[src/rtl/rev_pkg.sv]
// Shared definitions for the reversible gate cascade.
//   - Gate opcodes (2-bit op field of a program entry).
//   - Bit offsets of the fields inside a program entry
//     {op[1:0], ctrl[WIDTH-1:0], t0[IDX_W-1:0], t1[IDX_W-1:0]}.
//   - rev_apply(): applies one gate to a word. It works on MAX_W-bit
//     vectors so that it can serve any cascade width up to MAX_W-1 lines;
//     callers zero-extend their word and control mask and pass the real
//     line count in 'width'.
package rev_pkg;

    localparam logic [1:0] OP_NOP  = 2'b00;
    localparam logic [1:0] OP_MCT  = 2'b01;
    localparam logic [1:0] OP_FRED = 2'b10;
    localparam logic [1:0] OP_RSVD = 2'b11;   // decodes as NOP

    localparam int MAX_W     = 32;
    localparam int MAX_IDX_W = 5;

    localparam int ENTRY_T1_LSB = 0;

    function automatic int entry_t0_lsb(input int idx_w);
        return idx_w;
    endfunction

    function automatic int entry_ctrl_lsb(input int idx_w);
        return 2 * idx_w;
    endfunction

    function automatic int entry_op_lsb(input int width, input int idx_w);
        return 2 * idx_w + width;
    endfunction

    // One reversible gate. Target lines are removed from the control mask
    // before the controls are tested, so a control bit on a target line
    // never blocks the gate. Out-of-range targets and a Fredkin swapping a
    // line with itself leave the word untouched.
    function automatic logic [MAX_W-1:0] rev_apply(
        input logic [MAX_W-1:0]     x,
        input logic [1:0]           op,
        input logic [MAX_W-1:0]     ctrl,
        input logic [MAX_IDX_W-1:0] t0,
        input logic [MAX_IDX_W-1:0] t1,
        input int                   width
    );
        logic [MAX_W-1:0] c;
        logic [MAX_W-1:0] y;
        logic             b0;
        logic             b1;
        c  = ctrl;
        y  = x;
        b0 = 1'b0;
        b1 = 1'b0;
        case (op)
            OP_MCT: begin
                if (int'(t0) < width) begin
                    c[t0] = 1'b0;
                    if ((x & c) == c) begin
                        y[t0] = ~x[t0];
                    end
                end
            end
            OP_FRED: begin
                if ((int'(t0) < width) && (int'(t1) < width) && (t0 != t1)) begin
                    c[t0] = 1'b0;
                    c[t1] = 1'b0;
                    if ((x & c) == c) begin
                        b0    = x[t0];
                        b1    = x[t1];
                        y[t0] = b1;
                        y[t1] = b0;
                    end
                end
            end
            default: ;
        endcase
        return y;
    endfunction

endpackage

[src/rtl/rev_gate_stage.sv]
// One pipeline stage of the reversible cascade.
// Applies the gate described by 'entry' to the word arriving from the
// previous stage and registers the result together with its valid flag and
// direction tag. Everything holds while 'stall' is high; the data/tag
// registers only load when a valid word arrives, so the data output keeps
// its last value across bubbles.
// Ports:
//   clk, rst_n   clock, synchronous active-low reset
//   stall        global hold
//   prev_valid   word from previous stage is valid
//   prev_data    word from previous stage
//   prev_rev     direction tag of that word
//   entry        program entry selected for this word's direction
//   stage_valid  registered valid
//   stage_data   registered gated word
//   stage_rev    registered direction tag
module rev_gate_stage
    import rev_pkg::*;
#(
    parameter int WIDTH   = 3,
    parameter int IDX_W   = 2,
    parameter int ENTRY_W = 2 + WIDTH + 2 * IDX_W
) (
    input  logic               clk,
    input  logic               rst_n,
    input  logic               stall,
    input  logic               prev_valid,
    input  logic [WIDTH-1:0]   prev_data,
    input  logic               prev_rev,
    input  logic [ENTRY_W-1:0] entry,
    output logic               stage_valid,
    output logic [WIDTH-1:0]   stage_data,
    output logic               stage_rev
);

    localparam int T0_LSB   = entry_t0_lsb(IDX_W);
    localparam int CTRL_LSB = entry_ctrl_lsb(IDX_W);
    localparam int OP_LSB   = entry_op_lsb(WIDTH, IDX_W);

    logic [1:0]       op;
    logic [WIDTH-1:0] ctrl;
    logic [IDX_W-1:0] t0;
    logic [IDX_W-1:0] t1;
    logic [MAX_W-1:0] gated_full;
    logic [WIDTH-1:0] gated;
    logic             unused_upper_bits;

    logic             valid_reg;
    logic [WIDTH-1:0] data_reg;
    logic             rev_reg;

    assign op   = entry[OP_LSB +: 2];
    assign ctrl = entry[CTRL_LSB +: WIDTH];
    assign t0   = entry[T0_LSB +: IDX_W];
    assign t1   = entry[ENTRY_T1_LSB +: IDX_W];

    assign gated_full = rev_apply(MAX_W'(prev_data), op, MAX_W'(ctrl),
                                  MAX_IDX_W'(t0), MAX_IDX_W'(t1), WIDTH);
    assign gated      = gated_full[WIDTH-1:0];

    // Bits above WIDTH are always zero-extension; fold them away.
    assign unused_upper_bits = ^gated_full[MAX_W-1:WIDTH];

    always_ff @(posedge clk) begin
        if (!rst_n) begin
            valid_reg <= 1'b0;
            data_reg  <= '0;
            rev_reg   <= 1'b0;
        end else if (!stall) begin
            valid_reg <= prev_valid;
            if (prev_valid) begin
                data_reg <= gated;
                rev_reg  <= prev_rev;
            end
        end
    end

    assign stage_valid = valid_reg;
    assign stage_data  = data_reg;
    assign stage_rev   = rev_reg;

endmodule

[src/rtl/rev_gate_cascade.sv]
// Pipelined reversible-logic engine: a loadable program of STAGES gates
// (multi-controlled NOT or Fredkin) applied to a WIDTH-bit word, one gate
// per pipeline stage. Each word carries a direction tag; reverse words walk
// the program from the last entry to the first, which undoes a forward pass
// because every gate is self-inverse.
// Ports:
//   clk, rst_n            clock, synchronous active-low reset
//   in_valid/in_ready     input handshake
//   in_data, in_rev       input word and direction (1 = reverse)
//   out_valid/out_ready   output handshake (driven straight from last stage)
//   out_data              result word, holds when out_valid=0
//   cfg_we/addr/data      program table write port
//   cfg_err               one-cycle pulse when a write was rejected
//   pipe_empty            no valid word in any stage
module rev_gate_cascade
    import rev_pkg::*;
#(
    parameter  int WIDTH   = 3,
    parameter  int STAGES  = 4,
    localparam int IDX_W   = $clog2(WIDTH),
    localparam int ENTRY_W = 2 + WIDTH + 2 * IDX_W,
    localparam int ADDR_W  = (STAGES > 1) ? $clog2(STAGES) : 1
) (
    input  logic               clk,
    input  logic               rst_n,
    input  logic               in_valid,
    output logic               in_ready,
    input  logic [WIDTH-1:0]   in_data,
    input  logic               in_rev,
    output logic               out_valid,
    input  logic               out_ready,
    output logic [WIDTH-1:0]   out_data,
    input  logic               cfg_we,
    input  logic [ADDR_W-1:0]  cfg_addr,
    input  logic [ENTRY_W-1:0] cfg_data,
    output logic               cfg_err,
    output logic               pipe_empty
);

    logic               stall;
    logic               accept;
    logic               cfg_addr_ok;
    logic               cfg_ok;
    logic               cfg_err_reg;

    logic [ENTRY_W-1:0] table_reg [STAGES];
    logic [ENTRY_W-1:0] stage_entry [STAGES];

    // Index 0 is the input port; index s+1 is the output of stage s.
    logic [STAGES:0]    chain_valid;
    logic [STAGES:0]    chain_rev;
    logic [WIDTH-1:0]   chain_data [STAGES+1];
    logic               unused_last_rev;

    // Global stall: the whole pipe freezes while the sink refuses a result.
    assign stall    = out_valid & ~out_ready;
    assign in_ready = ~stall;
    assign accept   = in_valid & in_ready;

    assign chain_valid[0] = accept;
    assign chain_data[0]  = in_data;
    assign chain_rev[0]   = in_rev;

    assign out_valid       = chain_valid[STAGES];
    assign out_data        = chain_data[STAGES];
    assign pipe_empty      = ~|chain_valid[STAGES:1];
    assign unused_last_rev = chain_rev[STAGES];

    // A table write is only safe when nothing is in flight and no word is
    // entering, so that every word sees one consistent program.
    assign cfg_addr_ok = ({{(32-ADDR_W){1'b0}}, cfg_addr} < 32'(STAGES));
    assign cfg_ok      = cfg_we & pipe_empty & ~accept & cfg_addr_ok;

    always_ff @(posedge clk) begin
        if (!rst_n) begin
            for (int i = 0; i < STAGES; i++) begin
                table_reg[i] <= '0;          // all-zero entry is a NOP
            end
            cfg_err_reg <= 1'b0;
        end else begin
            if (cfg_ok) begin
                table_reg[cfg_addr] <= cfg_data;
            end
            cfg_err_reg <= cfg_we & ~cfg_ok;
        end
    end

    assign cfg_err = cfg_err_reg;

    generate
        for (genvar gi = 0; gi < STAGES; gi++) begin : g_stage
            // Reverse words use the mirrored entry at this stage.
            assign stage_entry[gi] = chain_rev[gi] ? table_reg[STAGES-1-gi]
                                                   : table_reg[gi];

            rev_gate_stage #(
                .WIDTH   (WIDTH),
                .IDX_W   (IDX_W),
                .ENTRY_W (ENTRY_W)
            ) u_stage (
                .clk         (clk),
                .rst_n       (rst_n),
                .stall       (stall),
                .prev_valid  (chain_valid[gi]),
                .prev_data   (chain_data[gi]),
                .prev_rev    (chain_rev[gi]),
                .entry       (stage_entry[gi]),
                .stage_valid (chain_valid[gi+1]),
                .stage_data  (chain_data[gi+1]),
                .stage_rev   (chain_rev[gi+1])
            );
        end
    endgenerate

endmodule

[config.mk]
export PLATFORM = sky130hd
export DESIGN_NAME = rev_gate_cascade
export DESIGN_NICKNAME = d
export VERILOG_FILES = /design/src/rtl/rev_pkg.sv /design/src/rtl/rev_gate_stage.sv /design/src/rtl/rev_gate_cascade.sv
export SDC_FILE = /design/constraint.sdc
export NUM_CORES = 1
export LEC_CHECK = 0
export BUFFER_PORTS_ARGS = -buffer_cell sky130_fd_sc_hd__buf_2
export CORE_UTILIZATION = 45
export CTS_CLUSTER_DIAMETER = 200
export DETAILED_ROUTE_END_ITERATION = 12
export PLACE_DENSITY_LB_ADDON = 0.3
export SLEW_MARGIN = 20
export SYNTH_ARGS = -nofsm -noshare
export SYNTH_HDL_FRONTEND = slang
export SYNTH_HIERARCHICAL = 1
export SYNTH_SLANG_ARGS = --single-unit
[constraint.sdc]
create_clock -name clk -period 2.2 [get_ports clk]
set_input_delay 0.22 -clock clk [delete_from_list [all_inputs] [get_ports clk]]
set_output_delay 0.22 -clock clk [all_outputs]
set_load 0.02 [all_outputs]
# Yosys cells after proc, flatten, opt, wreduce, memory -nomap -nowiden
# Memory sizes are Yosys's and may differ from the RTL's.
# Index checks and enable logic that the tools add are counted.
dict set report classes {
  magnitude_cmp 24
  n_eq_ne 20
  mux 75
  n_bitwise 37
  reduce_logical 23
}
# op count
set ops {}
lappend ops {{$and 3x32->32} 12}
lappend ops {{$bwmux 32} 12}
lappend ops {{$eq 32x32->1} 8}
lappend ops {{$not 4->32} 8}
lappend ops {{$and 32x32->32} 4}
lappend ops {{$lt 2x6->1 const B} 8}
lappend ops {{$mux 3} 16}
lappend ops {{$mux 9} 5}
lappend ops {{$pmux 3 s2} 4}
lappend ops {{$mux 1} 21}
lappend ops {{$bmux 1 s2} 8}
lappend ops {{$demux 1 s2} 8}
lappend ops {{$ge 2x1->1 const B} 8}
lappend ops {{$logic_and 1x1->1} 16}
lappend ops {{$lt 2x2->1 const B} 8}
lappend ops {{$reduce_or 9->1} 1}
lappend ops {{$eq 2x1->1 const B} 4}
lappend ops {{$eq 2x2->1 const B} 4}
lappend ops {{$ne 2x2->1} 4}
lappend ops {{$not 1->1} 8}
lappend ops {{$reduce_and 2->1} 4}
lappend ops {{$and 1x1->1} 5}
lappend ops {{$reduce_or 4->1} 1}
lappend ops {{$mux 2} 1}
lappend ops {{$logic_not 1->1} 1}
dict set report word_totals {
  ff_bits 20
  mem_bits_rw 36
  input_bits 20
  output_inout_bits 7
  word_cells 192
  memories 1
}
# memory depth width read_ports rd_clocked_by_memory_dff write_ports line
set mem_list {}
lappend mem_list {table_reg 4 9 4 0 4 rev_gate_cascade.sv:46} ;# logic [ENTRY_W-1:0] table_reg [STAGES];

# Depth between registers and ports, before layout
# Gate-level depths: netlist (run 1).
# An unclocked memory read counts as a cell.
dict set report logic_depth {
  ltp_word 14
  mapped_depth 10
}

# By module
# The synthesis (run 1) kept the hierarchy.
# mod n_inst cells_per_inst area_per_inst_um2
set modules_own_cells {}
lappend modules_own_cells {{rev_gate_stage (g_stage[0].u_stage ...)} 3 99 726.9}
lappend modules_own_cells {rev_gate_cascade 1 148 1913.1}
lappend modules_own_cells {{rev_gate_stage (g_stage[3].u_stage)} 1 92 655.6}

# Worst setup path before layout (run 1)
# Ideal clock, no wire load.
dict set report synth_timing {
  path_type {reg-to-reg}
  startpoint {reg g_stage[0].u_stage.rev_reg}
  endpoint {reg g_stage[1].u_stage.data_reg[2]}
  setup_ps 133
  arrival_ps 2217
  t_required_ps 2067
  path_slack_ps -149
  stages_incl_launch_ff 9
  n_path_buf 2
  synth_period_minus_slack_ps 2349
  cell_sequence {dfxtp_1 -> clkbuf_1 -> mux2_2 -> buf_6 -> nand2b_4 -> o221a_1 -> mux2_4 -> a222oi_1 -> o31ai_1}
}
# item line
set synth_lines {}
lappend synth_lines {{from (decl)} rev_gate_stage.sv:50} ;# logic rev_reg;
lappend synth_lines {{from (signal assigned)} rev_gate_stage.sv:73} ;# rev_reg <= prev_rev;
lappend synth_lines {{to (signal assigned)} rev_gate_stage.sv:72} ;# data_reg <= gated;
lappend synth_lines {{to (decl)} rev_gate_stage.sv:49} ;# logic [WIDTH-1:0] data_reg;

==> results of run 1 <==
[critical path: cells and delay by family (launching register included)]
family / cells / cell delay, ns
AO/OA/AOI/OAI: 3 / 0.68
multiplexers: 2 / 0.63
flip-flops: 1 / 0.39
AND/OR/NAND/NOR: 1 / 0.19
buffers and inverters: 1 / 0.12
[power breakdown]
part | leakage (nW) | internal (W) | switching, W
sequential | 0.539 | 0.00116 | 0.0000540
combinational | 1.46 | 0.000360 | 0.000436
clock | 0.0515 | 0.000241 | 0.000397
[through the flow]
| stage | cell area [µm²] | hold WS, ns |
|---|---|---|
| floorplan | 4728 | 0.3482 |
| global placement | 5205 | 0.4724 |
| detailed placement | 5205 | 0.4864 |
| CTS | 5315 | 0.1657 |
| global route | 5384 | 0.1718 |
| finish | 5384 | 0.1667 |
[layout make-up]
class                           instances  area [µm²]
Fill cell                             967        4847
Multi-Input combinational cell        400        2924
Sequential cell                        56        1486
Timing Repair Buffer                   79       569.3
Tap cell                              136       170.2
Inverter                               35       131.4
Clock buffer                            5       68.82
Clock inverter                          3       33.78
[routing by layer]
| metal | track usage, % | vias up | routed length [µm] |
|---|---|---|---|
| li1 | - | 2072 | - |
| met1 | 31.94 | 2046 | 5800 |
| met2 | 36.80 | 115 | 5722 |
| met3 | 2.632 | 16 | 523 |
| met4 | 4.694 | 0 | 147 |
| met5 | 0 | - | 0 |
[timing repair]
action	CTS	global route
endpoints found under the setup margin	2	7
pin swaps	0	4
resized for setup	3	15
[worst max-delay path by stage]
stage	startpoint	to	slack (ns)	cells after the start
floorplan	g_stage[0].u_stage/stage_rev	g_stage[1].u_stage/stage_data[2]	-0.02	8
global placement	g_stage[1].u_stage/stage_rev	g_stage[2].u_stage/stage_data[2]	0.02	7
detailed placement	in_rev	g_stage[0].u_stage/stage_data[2]	-0.04	7
CTS	g_stage[0].u_stage/stage_rev	g_stage[1].u_stage/stage_data[2]	0.02	7
global route	g_stage[1].u_stage/stage_rev	g_stage[2].u_stage/stage_data[2]	0.002	8
finish	g_stage[1].u_stage/stage_rev	g_stage[2].u_stage/stage_data[2]	0.08	7
==> results_dict.tcl, run 1 <==
set metrics [dict create \
    rsz0062_at_grt "false" \
    cts_tree "built" \
    cp_cell_sequence "buf_4 > mux2_2 > nand2b_4 > o221a_1 > mux2_4 > a222oi_1 > o31ai_1" \
    regToRegStartpoint "g_stage[1].u_stage/stage_rev" \
    overflow 0 \
    firstDrtPassIters 6 \
    largest_register_ff_count 36 \
    worstPathArrival_ns 2.34 \
    routedWlPerCell_um 17.08 \
    p_total_w 0.002653 \
    cts_buffers 5 \
    ir_worst_vdd_v 0.0002909 \
    fin_nets 605 \
    yosysWarnings 6 \
    timing.fmax_mhz 471.4 \
    syn_area_um2 4717 \
    cts_setup_buffers 0 \
    start_kind "flop" \
    end_kind "flop" \
    clkTransAtPathRegs_ns 0.12 \
    grt_max_degree 37 \
    area_delta_synth_final_pct 14.14 \
    clock-sinks 56 \
    tightest_slew_ns 0.6351 \
    reg2reg_to "g_stage[2].u_stage/stage_data[2]" \
    grt_pass1_vias 4022 \
    grt_pass1_wl_mm 19.85 \
    die_h_um 104.4 \
    dp_hpwl_mm 9.183 \
    diodes 0 \
    r2r_slack_ns 0.08 \
    clockBufferDepth 2 \
    drc 0 \
    drive_gt1_share_pct 28.20 \
    drv_slew 0 \
    p_leak_nw 2.050 \
    die-area_um2 10900 \
    routabilityCongestion 0.8918 \
    dp_cells 706 \
    clk_latency_ns 0.32 \
    antenna_found_initial 0 \
    path_max_fanout 6 \
    hold_depth 2 \
    die_w_um 104.4 \
    relSlewSlack_pct 57.66 \
    path_class "flop to flop" \
    hp-class "primary input to flop" \
    drt_iter0_drc 275 \
    grt_usage_pct 22.55 \
    finalSetupViolations 0 \
    pin_count 27 \
    r2r_cells 7 \
    layout_commonest_cell "buf_4" \
    cellPowerDensity_nw_per_um2 492.7 \
    maxCapViolations 0 \
    fin_crit_sh_pct 96.43 \
    worstHoldStart "cfg_we" \
    outcome "completed" \
    final.setup.worst_slack_ns 0.07865 \
    rows 37 \
    postCtsHoldBufs 0 \
    wirelength_mm 12.19 \
    syn_nets 561 \
    viasPerCell 5.951 \
    start_util_pct 46.10 \
    dr_total_vias 4249 \
    dpl_worst_slack_ns -0.04217 \
    worstHoldEndpoint "cfg_err" \
    cts_root_buf "clkbuf_8" \
    slowest_stage "dfxtp_4" \
    port-buffer-count 26 \
    synth.avg_cell_area_um2 8.850 \
    fin_util_pct 52.62 \
    finalHoldViolCount 0 \
    fin_worst_skew_ns 0.01067 \
    drtAntennaViolNets 0 \
    fin_cells 714 \
    tns_ns 0 \
    crit_required_ns 2.41 \
    final_cell_mix "buf_4 (49), mux2_2 (36), edfxtp_1 (36)" \
    ctsHtreeMaxLevel 2 \
    fin_crit_ns 2.121 \
    coreArea_um2 10230 \
    syn_inst 533 \
    cp_slowest_stage_delay_ns 0.39 \
]
Power figures use the tool's default switching activity.
==> run 2: changes to the inputs <==
--- a/config.mk
+++ b/config.mk
@@ -6,6 +6,7 @@
 export NUM_CORES = 1
 export LEC_CHECK = 0
 export BUFFER_PORTS_ARGS = -buffer_cell sky130_fd_sc_hd__buf_2
+export CORE_ASPECT_RATIO = 2
 export CORE_UTILIZATION = 45
 export CTS_CLUSTER_DIAMETER = 200
 export DETAILED_ROUTE_END_ITERATION = 12
==> run 2 against run 1 <==
  * The run now ends with negative setup slack left
  * Core utilization grew 2.2 points
  * Clock power grew 34%
  * Sequential power is essentially flat
  * Cell count grew 1.5%
  * Design area grew 3.3%
  * Power grew 10%
  * First-iteration DRC count grew 5.5%
  * Maximum frequency shrank 4.3%
  * Clock-buffer cell count is the same
  * Critical endpoint unchanged
==> results_dict.tcl, run 2 (synthesized netlist as in run 1, its figures left out) <==
set metrics [dict create \
    outcome "finished, violations left" \
    die_h_um 146.8 \
    path_class "flop to flop" \
    fillers 942 \
    die_w_um 74.40 \
    die-area_um2 10920 \
    area_delta_synth_final_pct 17.96 \
    violations "negative setup slack" \
    finalHoldViolCount 0 \
    drv_slew 0 \
    ir_worst_vdd_v 0.0005264 \
    clockBufferDepth 2 \
    rsz0062_at_grt "true" \
    coreArea_um2 10150 \
    cts_buffers 5 \
    clk_latency_ns 0.30 \
    grt_max_degree 28 \
    clkTransAtPathRegs_ns 0.08 \
    final_cell_mix "buf_4 (59), nor3_1 (36), edfxtp_1 (36)" \
    routabilityCongestion 0.9303 \
    diodes 0 \
    fin_crit_ns 2.216 \
    antenna_found_initial 0 \
    dpl_worst_slack_ns -0.07906 \
    end_kind "flop" \
    crit_required_ns 2.37 \
    grt_usage_pct 25.70 \
    pin_count 27 \
    ctsHtreeMaxLevel 2 \
    drc 0 \
    maxCapViolations 0 \
    largest_register_ff_count 36 \
    tns_ns -0.01563 \
    fin_nets 617 \
    drt_iter0_drc 290 \
    cp_cell_sequence "buf_12 > mux2_2 > buf_6 > o22a_2 > a32oi_2 > o21ai_2 > a222oi_1 > o31ai_1" \
    cp_slowest_stage_delay_ns 0.38 \
    viasPerCell 6.077 \
    layout_commonest_cell "buf_4" \
    finalSetupViolations 1 \
    routedWlPerCell_um 18.46 \
    drive_gt1_share_pct 30.17 \
    start_util_pct 46.47 \
    grt_pass1_wl_mm 21.70 \
    fin_worst_skew_ns 0.004484 \
    stdcell_area_um2 5564 \
    cts_root_buf "clkbuf_16" \
    postCtsHoldBufs 0 \
    clock-sinks 56 \
    p_leak_nw 2.146 \
    hp-class "primary input to flop" \
    drtAntennaViolNets 0 \
    placed_area_um2 5274 \
    rows 52 \
    overflow 0 \
    path_max_fanout 11 \
    dr_total_vias 4406 \
    tightest_slew_ns 0.5020 \
    timing.fmax_mhz 451.3 \
    fin_crit_sh_pct 100.7 \
    grt_pass1_vias 4410 \
    cellPowerDensity_nw_per_um2 524.7 \
    worstPathArrival_ns 2.39 \
    firstDrtPassIters 5 \
    fin_util_pct 54.82 \
    start_kind "flop" \
    dp_hpwl_mm 10.51 \
    slowest_stage "a222oi_1" \
    final.setup.worst_slack_ns -0.01563 \
    relSlewSlack_pct 66.54 \
    cts_tree "built" \
    wirelength_mm 13.39 \
    port-buffer-count 26 \
]
[run 2: cell count changes in the layout (fill, tap and decap cells not counted), sizes merged]
cell,before,now
buf,79,91
[run 2: final cells by class]
type | count | area (µm²) | share of cell area, %
Inverter | 35 | 131.4 | 2.361
Tap cell | 135 | 168.9 | 3.036
Multi-Input combinational cell | 400 | 2959 | 53.18
Clock inverter | 3 | 33.78 | 0.6072
Timing Repair Buffer | 91 | 658.1 | 11.83
Clock buffer | 5 | 125.1 | 2.249
Sequential cell | 56 | 1488 | 26.74
[run 2: power breakdown]
part	switching [W]	internal, W	total [W]
clock	0.000414	0.000439	0.000853
combinational	0.000468	0.000385	0.000853
sequential	0.0000486	0.00116	0.00121
[run 2: stage by stage]
stage / instances / hold WS [ns] / total power, W
finish: 725 / 0.1968 / 0.002919
global route: 725 / 0.2041 / 0.003035
CTS: 724 / 0.1931 / 0.002879
detailed placement: 716 / 0.5080 / 0.002036
global placement: 716 / 0.5030 / 0.002015
floorplan: 533 / 0.3482 / 0.001767
[run 2: timing repair]
action	4_1_cts	5_1_grt
buffers inserted	0	1
pin swaps	0	7
gates resized for setup	2	28
setup endpoints to repair	5	9
[run 2: layer usage]
layer | up-vias | part of all wire, % | global-route usage, %
li1 | 2093 | - | -
met1 | 2109 | 35 | 26.67
met2 | 156 | 56 | 46.71
met3 | 48 | 3.2 | 2.812
met4 | 0 | 6.0 | 15.85
met5 | - | 0 | 0
[run 2: final timing paths]
path / start / to / slack, ns / cells after the start
max: g_stage[1].u_stage/stage_rev / g_stage[2].u_stage/stage_data[2] / -0.02 / 8
min reg2reg: g_stage[1].u_stage/stage_valid / g_stage[1].u_stage/stage_valid / 0.53 / 2
min: cfg_we / cfg_err / 0.20 / 2
max reg2reg: g_stage[1].u_stage/stage_rev / g_stage[2].u_stage/stage_data[2] / -0.02 / 8
[run 2: critical path: cells and delay by family (launching register included)]
family	cells	cell delay (ns)
multiplexers	1	0.37
AO/OA/AOI/OAI	5	1.06
buffers and inverters	2	0.29
flip-flops	1	0.36
